File: src/rtl/tetris_line_clear.sv
// Line-clear sequencer: snapshots the playfield on piece lock, removes full rows
// bottom-up, and commits the collapsed field plus score during vertical blanking.
module tetris_line_clear #(
    parameter int ROWS = 20,
    parameter int COLS = 10
) (
    input  logic                 clk,
    input  logic                 rst,
    input  logic                 start,
    input  logic [ROWS*COLS-1:0] map_in,
    input  logic                 vblank,
    input  logic                 clear_score,
    output logic [ROWS*COLS-1:0] map_out,
    output logic [15:0]          score,
    output logic [4:0]           lines_cleared,
    output logic                 busy,
    output logic                 done,
    output logic [1:0]           fsm_state
);

    localparam int N  = ROWS * COLS;
    localparam int RW = $clog2(ROWS);
    localparam int IW = $clog2(N);

    typedef enum logic [1:0] {IDLE, SCAN, SHIFT, WAIT_VB} state_t;

    state_t          state, state_next;
    logic [N-1:0]    w, w_next, shifted;
    logic [RW-1:0]   r, r_next;
    logic [4:0]      cnt, cnt_next;
    logic [IW-1:0]   row_lsb;
    logic            row_full, shifted_full, commit;
    logic [16:0]     sum;
    logic [15:0]     score_sum;

    function automatic logic [3:0] add_for(input logic [4:0] n);
        case (n)
            5'd0:    add_for = 4'd0;
            5'd1:    add_for = 4'd1;
            5'd2:    add_for = 4'd3;
            5'd3:    add_for = 4'd5;
            default: add_for = 4'd8;
        endcase
    endfunction

    // Row r of the snapshot and of the snapshot collapsed over row r.
    always_comb begin
        shifted = w;
        for (int y = 0; y < ROWS; y++) begin
            if (y == 0)
                shifted[0 +: COLS] = '0;
            else if (y <= int'(r))
                shifted[y*COLS +: COLS] = w[(y-1)*COLS +: COLS];
        end
        row_lsb      = IW'(int'(r) * COLS);
        row_full     = &w[row_lsb +: COLS];
        shifted_full = &shifted[row_lsb +: COLS];
    end

    always_comb begin
        sum       = {1'b0, score} + 17'(add_for(cnt));
        score_sum = sum[16] ? 16'hFFFF : sum[15:0];
    end

    // SHIFT also evaluates the row it pulls into r, so each cleared row costs
    // a single extra cycle rather than a SHIFT plus a repeated SCAN.
    always_comb begin
        state_next = state;
        w_next     = w;
        r_next     = r;
        cnt_next   = cnt;
        commit     = 1'b0;
        case (state)
            IDLE: begin
                if (start) begin
                    w_next     = map_in;
                    r_next     = RW'(ROWS - 1);
                    cnt_next   = 5'd0;
                    state_next = SCAN;
                end
            end
            SCAN: begin
                if (row_full)
                    state_next = SHIFT;
                else if (r == '0)
                    state_next = WAIT_VB;
                else
                    r_next = r - RW'(1);
            end
            SHIFT: begin
                w_next   = shifted;
                cnt_next = cnt + 5'd1;
                if (shifted_full)
                    state_next = SHIFT;
                else if (r == '0)
                    state_next = WAIT_VB;
                else begin
                    r_next     = r - RW'(1);
                    state_next = SCAN;
                end
            end
            WAIT_VB: begin
                if (vblank) begin
                    commit     = 1'b1;
                    state_next = IDLE;
                end
            end
            default: state_next = IDLE;
        endcase
    end

    always_ff @(posedge clk) begin
        if (rst) begin
            state         <= IDLE;
            w             <= '0;
            r             <= RW'(ROWS - 1);
            cnt           <= 5'd0;
            map_out       <= '0;
            score         <= 16'd0;
            lines_cleared <= 5'd0;
            busy          <= 1'b0;
            done          <= 1'b0;
        end else begin
            state <= state_next;
            w     <= w_next;
            r     <= r_next;
            cnt   <= cnt_next;
            busy  <= (state_next != IDLE);
            done  <= commit;
            if (commit) begin
                map_out       <= w;
                lines_cleared <= cnt;
            end
            // A new game wins over the score of the commit in the same cycle.
            if (clear_score)
                score <= 16'd0;
            else if (commit)
                score <= score_sum;
        end
    end

    assign fsm_state = state;

endmodule

File: config.mk
export PLATFORM = sky130hd
export DESIGN_NAME = tetris_line_clear
export DESIGN_NICKNAME = d
export VERILOG_FILES = /design/src/rtl/tetris_line_clear.sv
export SDC_FILE = /design/constraint.sdc
export NUM_CORES = 1
export LEC_CHECK = 0
export CAP_MARGIN = 20
export CELL_PAD_IN_SITES_DETAIL_PLACEMENT = 1
export CELL_PAD_IN_SITES_GLOBAL_PLACEMENT = 2
export CORE_UTILIZATION = 30
export DETAILED_ROUTE_END_ITERATION = 8
export PLACE_DENSITY_LB_ADDON = 0.1
export SYNTH_ARGS = -nofsm -noshare
export SYNTH_HDL_FRONTEND = slang
export SYNTH_SLANG_ARGS = --single-unit
File: constraint.sdc
create_clock -name clk -period 5.8 [get_ports clk]
set_input_delay 1.16 -clock clk [delete_from_list [all_inputs] [get_ports clk]]
set_output_delay 1.16 -clock clk [all_outputs]
set_load 0.03 [all_outputs]
Word level (Yosys, flattened, before mapping)

Cells that the tools add are included.

Bits in registers: 435
Input bits: 205
Output and inout bits: 225
Word-level logic and storage cells: 93

Add/subtract/negate cells: 3
Multipliers: 1
Magnitude comparators: 19
Equal/unequal tests: 9
Shifts and indexed selects: 2
Muxes and demuxes: 39
Reductions and logical operators: 11

Operators by type and width:

| operator                                                             | count |
|---|---|
| 200-bit one-hot mux with 2 select lines                              | 1 |
| 200-bit by 9-bit indexed part select with 10-bit output              | 2 |
| 200-bit two-way mux                                                  | 1 |
| 10-bit two-way mux                                                   | 19 |
| 4-bit by 5-bit <= comparator with 1-bit output, first input constant | 8 |
| 5-bit two-way mux                                                    | 5 |
| 3-bit by 5-bit <= comparator with 1-bit output, first input constant | 4 |
| 5-bit <= comparator, first input constant                            | 4 |
| 10-bit AND reduction                                                 | 2 |
| 16-bit by 4-bit adder with 17-bit output                             | 1 |
| 16-bit two-way mux                                                   | 1 |
| 4-bit one-hot mux with 4 select lines                                | 1 |
| 5-bit one-hot mux with 3 select lines                                | 1 |
| 2-bit two-way mux                                                    | 6 |
| 5-bit by 2-bit == test with 1-bit output, second input constant      | 2 |
| 2-bit by 5-bit <= comparator with 1-bit output, first input constant | 2 |
| 5-bit zero test                                                      | 2 |
| 5-bit one-hot mux with 2 select lines                                | 1 |
| 2-bit one-hot mux with 4 select lines                                | 1 |
| 5-bit by 3-bit multiplier with 7-bit output, second input constant   | 1 |
| 2-bit != test, second input constant                                 | 3 |
| 5-bit by 1-bit adder with 5-bit output, second input constant        | 1 |
| 5-bit by 1-bit == test with 1-bit output, second input constant      | 1 |
| 1-bit by 5-bit <= comparator with 1-bit output, first input constant | 1 |
| 10 further kinds                                                     | 13 |

Depth between registers and ports, before layout

Depth in word-level cells: 7
Gate-level depth with buffers: 22
Gate-level depth less buffers: 15

Worst setup path after synthesis

Ideal clock, no wire load.

Path type: reg-to-reg
From: reg r[1]
To: reg r[4]
Library setup time: 0.114 ns
Data arrival time: 4.953 ns
Required time: 5.686 ns
Path slack: 0.733 ns
Stages on the path, launching flop included: 22
Buffers on the path: 8
Clock period less this slack: 5.067 ns
Path through: dfxtp_1 > buf_2 > buf_2 > inv_1 > buf_2 > buf_2 > buf_2 > buf_1 > ha_1 > clkbuf_1 > o311a_1 > nor2_1 > clkbuf_1 > mux2i_1 > o221a_2 > a31oi_1 > a2111oi_2 > nand3_1 > a32o_1 > a211o_1 > a31o_2 > a21o_1

Word-level cells in the longest chain between the ends: 6
Elaborated cells between the ends (all ways): 52
Classes of those cells: add/sub (1); mul (1); order compare (19); eq/ne (2); shift (2); mux (23); reduce/logical (4)

Ends and longest elaborated chain:

| element                                                                             | line | RTL |
|---|---|---|
| start: declaration                                                                  | 29   | `logic [RW-1:0] r, r_next;` |
| start signal: assignment                                                            | 116  | `r <= RW'(ROWS - 1);` |
| start signal: assignment                                                            | 126  | `r <= r_next;` |
| branches (longest 6 deep; another with 5-bit by 3-bit multiplier with 7-bit output) | --   |  |

Several ways; the timed one is not identified. The select of a mux whose other input is x is not followed.
A chain may end at the register's enable or synchronous reset.

Final worst setup path

From: reg r[0]
To: reg busy

Word-level cells in the longest chain between the ends: 7
Elaborated cells between the ends (all ways): 50
Classes of those cells: mul (1); order compare (19); shift (2); mux (24); reduce/logical (4)

Ends and longest elaborated chain:

| element                                                                             | line | RTL |
|---|---|---|
| branches (longest 5 deep; another with 5-bit by 3-bit multiplier with 7-bit output) | --   |  |
| 2-bit one-hot mux with 4 select lines (*)                                           | 73   | `case (state)` |
| 2-bit nonzero test (*)                                                              | 128  | `busy <= (state_next != IDLE);` |
| end signal: assignment                                                              | 128  |  |
| end: declaration                                                                    | 16   | `output logic busy,` |

Mark *: on every way between the ends.

==> flow_metrics.env <==
export IMPL_run_status="complete, no violations"
export IMPL_vias_per_cell=6.07
export IMPL_hpwlAfterDp_mm=105
export IMPL_fp_dieW_um=320
export IMPL_path_cells="inv_2 > ha_1 > buf_4 > a211oi_1 > mux2i_1 > a31oi_1 > a2111oi_0 > o2111ai_1 > a2111oi_2 > nand3_1 > a32o_1 > a211o_1 > a221oi_2 > or2_1"
export IMPL_routabilityCongestion=0.925
export IMPL_period_needed_ns=5.05
export IMPL_synthAdderAreaFrac=0.0108
export IMPL_grt_max_degree=142
export IMPL_cts_hold_buffers_added=0
export IMPL_clock_latency_ns=0.68
export IMPL_avgSynthCellArea_um2=8.00
export IMPL_powerDensity_nw_per_um2=229
export IMPL_track_usage=0.286
export IMPL_drt_wirelength_per_cell_um=28.4
export IMPL_grt_pass1_vias=32200
export IMPL_wl_mm=153
export IMPL_synth_simple_gate_area_share=0.193
export IMPL_crit_required_ns=6.40
export IMPL_synth_cells=3801
export IMPL_critPathTopFamily="compound AO/OA/AOI/OAI gates"
export IMPL_synth_area_top_cells="dfxtp_1 29%, mux4_2 9.0%, nand2_1 8.7%"
export IMPL_max_vdd_ir_drop_mv=0.202
export IMPL_cts_clk_slew_worst_paths_ns=0.07
export IMPL_max_slew_margin_rel=0.246
export IMPL_startpoint_type="flop"
export IMPL_drt_iter0_drc=3513
export IMPL_synth_xor_area_frac=0.00548
export IMPL_htreeDepth=2
export IMPL_synth_commonest_cells="704 x nand2_1, 435 x dfxtp_1, 321 x nor2_1"
export IMPL_nFillCells=11800
export IMPL_synth_top_area_frac=0.287
export IMPL_clockRootBuffer="clkbuf_16"
export IMPL_post_cts_buffers=0
export IMPL_ant_nets=0
export IMPL_clockBufferDepth=3
export IMPL_synth_area_leader_cell="dfxtp_1"
export IMPL_async_flop_share=0
export IMPL_die_area_um2=103000
export IMPL_grt_overflow=0
export IMPL_post_route_util=0.376
export IMPL_cp_end_kind="flop"
export IMPL_final_setup_tns_ns=0
export IMPL_core_area_um2=100000
export IMPL_slowest_delay_ns=0.84
export IMPL_cp_num_buf_inv=2
export IMPL_numCtsBuffers=55
export IMPL_dr_pass1_iters=6
export IMPL_fmax_mhz=198
export IMPL_crit_path_max_fanout=51
export IMPL_hold_violations=0
export IMPL_slew_violations=0
export IMPL_cp_slowest_cell="dfxtp_4"
export IMPL_port_buffers=429
export IMPL_setup_violations=0
export IMPL_finClkSkew_ns=0.0385
export IMPL_rsz0062_at_grt="false"
export IMPL_cts_resized=0
export IMPL_io_pins=430
export IMPL_syn_num_nets=4031
export IMPL_synth_edf_count=0
export IMPL_final_layout_size_suffix_gt1_frac=0.136
export IMPL_p_leak_uw=0.0129
export IMPL_die_h_um=320
export IMPL_nets=4192
export IMPL_muxShareOfSynthArea=0.187
export IMPL_synth_area_um2=30400
export IMPL_cp_arrival_ns=5.65
export IMPL_holdCritPathClass="reg -> reg"
export IMPL_dominantRegCellSynth="dfxtp_1"
export IMPL_seq_area_frac_synth=0.287
export IMPL_synth_cell_types=89
export IMPL_antenna_found_initial=4
export IMPL_maxCapViolCount=0
export IMPL_grt_pass1_wl_mm=225
export IMPL_synth_top_family_by_area="compound AO/OA/AOI/OAI gates"
export IMPL_critPathKind="reg -> reg"
export IMPL_synth_compound_area_frac=0.249
export IMPL_start_util=0.303
export IMPL_cts_num_sinks=435
export IMPL_fin_crit_sh=0.870
export IMPL_num_rows=116
export IMPL_synth_most_common_cell="nand2_1"
export IMPL_routed_via_count=32600
export IMPL_power_uw=8620
export IMPL_yosysWarnings=0
export IMPL_post_route_drc_count=0
export IMPL_area_growth_synth_to_final_pct=24.0
export IMPL_ys_ff_latch=435
export IMPL_cts_tree="done"
export IMPL_tightest_slew_ns=1.13
layout by cell type (no fill, tap or decap), types with 16 or more instances in the layout:
cell	n
nand2_1	703
dfxtp_1	431
clkdlybuf4s50_1	428
nor2_1	318
a21oi_1	301
a222oi_1	176
mux2_2	145
o21ai_0	139
mux2i_1	133
mux4_2	121
nand3_1	115
buf_4	113
o211ai_1	56
clkbuf_16	55
nor3_1	44
inv_1	41
o221ai_1	35
a22oi_1	32
o22ai_1	32
a31oi_1	29
nand4_1	28
nand2b_1	24
a211oi_1	23
ha_1	21
or3_1	20
a221oi_1	20
clkbuf_8	19
nor2b_1	18
or2_2	18
and3_1	17
o31ai_1	16
power breakdown:
| part | switching [µW] | internal (µW) |
|---|---|---|
| Combinational | 839 | 666 |
| Clock | 1500 | 2180 |
| Sequential | 344 | 3090 |
| Total | 2680 | 5940 |
cell type report:
class	count	area [µm²]	area share
Antenna cell	2	5.00	0.000133
Multi-Input combinational cell	2869	19700	0.523
Tap cell	1357	1700	0.0450
Clock buffer	83	1670	0.0443
Sequential cell	435	8720	0.231
Timing Repair Buffer	557	5450	0.145
Inverter	44	165	0.00438
Clock inverter	20	268	0.00710
worst register-to-register path, stage by stage, from the launching register on:
cell,delay [ns]
dfxtp_4,0.84
inv_2,0.15
ha_1,0.31
buf_4,0.22
a211oi_1,0.42
mux2i_1,0.29
a31oi_1,0.10
a2111oi_0,0.57
o2111ai_1,0.36
a2111oi_2,0.39
nand3_1,0.17
a32o_1,0.31
a211o_1,0.39
a221oi_2,0.30
or2_1,0.15
stage by stage:
step	worst slack, ns	hold WS (ns)	cells	cell area [µm²]
3_5_place_dp	0.924	0.446	5262	35800
5_1_grt	0.573	0.469	5366	37700
3_3_place_gp	1.00	0.443	5262	35800
2_1_floorplan	0.733	0.457	3801	30400
6_report	0.753	0.453	5367	37700
4_1_cts	0.874	0.455	5365	37700
routing by layer:
layer	track usage	vias up	part of all wire
met5	0	-	0.000085
met4	0.0869	2	0.029
met3	0.0424	222	0.064
met2	0.456	1268	0.46
met1	0.397	16500	0.45
li1	-	14600	-
sequential cells by signal (all words and copies together) (netlist names):
register and count:
lines_cleared 5, score 16, busy 1, w 200, r 5, map_out 200
done 1, fsm_state 2, cnt 5
path summary, 6_finish.rpt:
kind | from | end | slack, ns | depth (start not counted)
worst max-delay path | r[0] | busy | 0.75 | 14
worst min-delay path | map_out[173] | map_out[173] | 0.45 | 2
worst max register to register | r[0] | busy | 0.75 | 14
worst min register to register | map_out[173] | map_out[173] | 0.45 | 2
kinds of logic after synthesis:
family,after synthesis
flops,435
fa+ha+maj,25
xor+xnor,19
simple gates,1372
buf+inv,497
compound gates,1054
mux,399
Note: power is estimated with default switching activity, not from simulation.
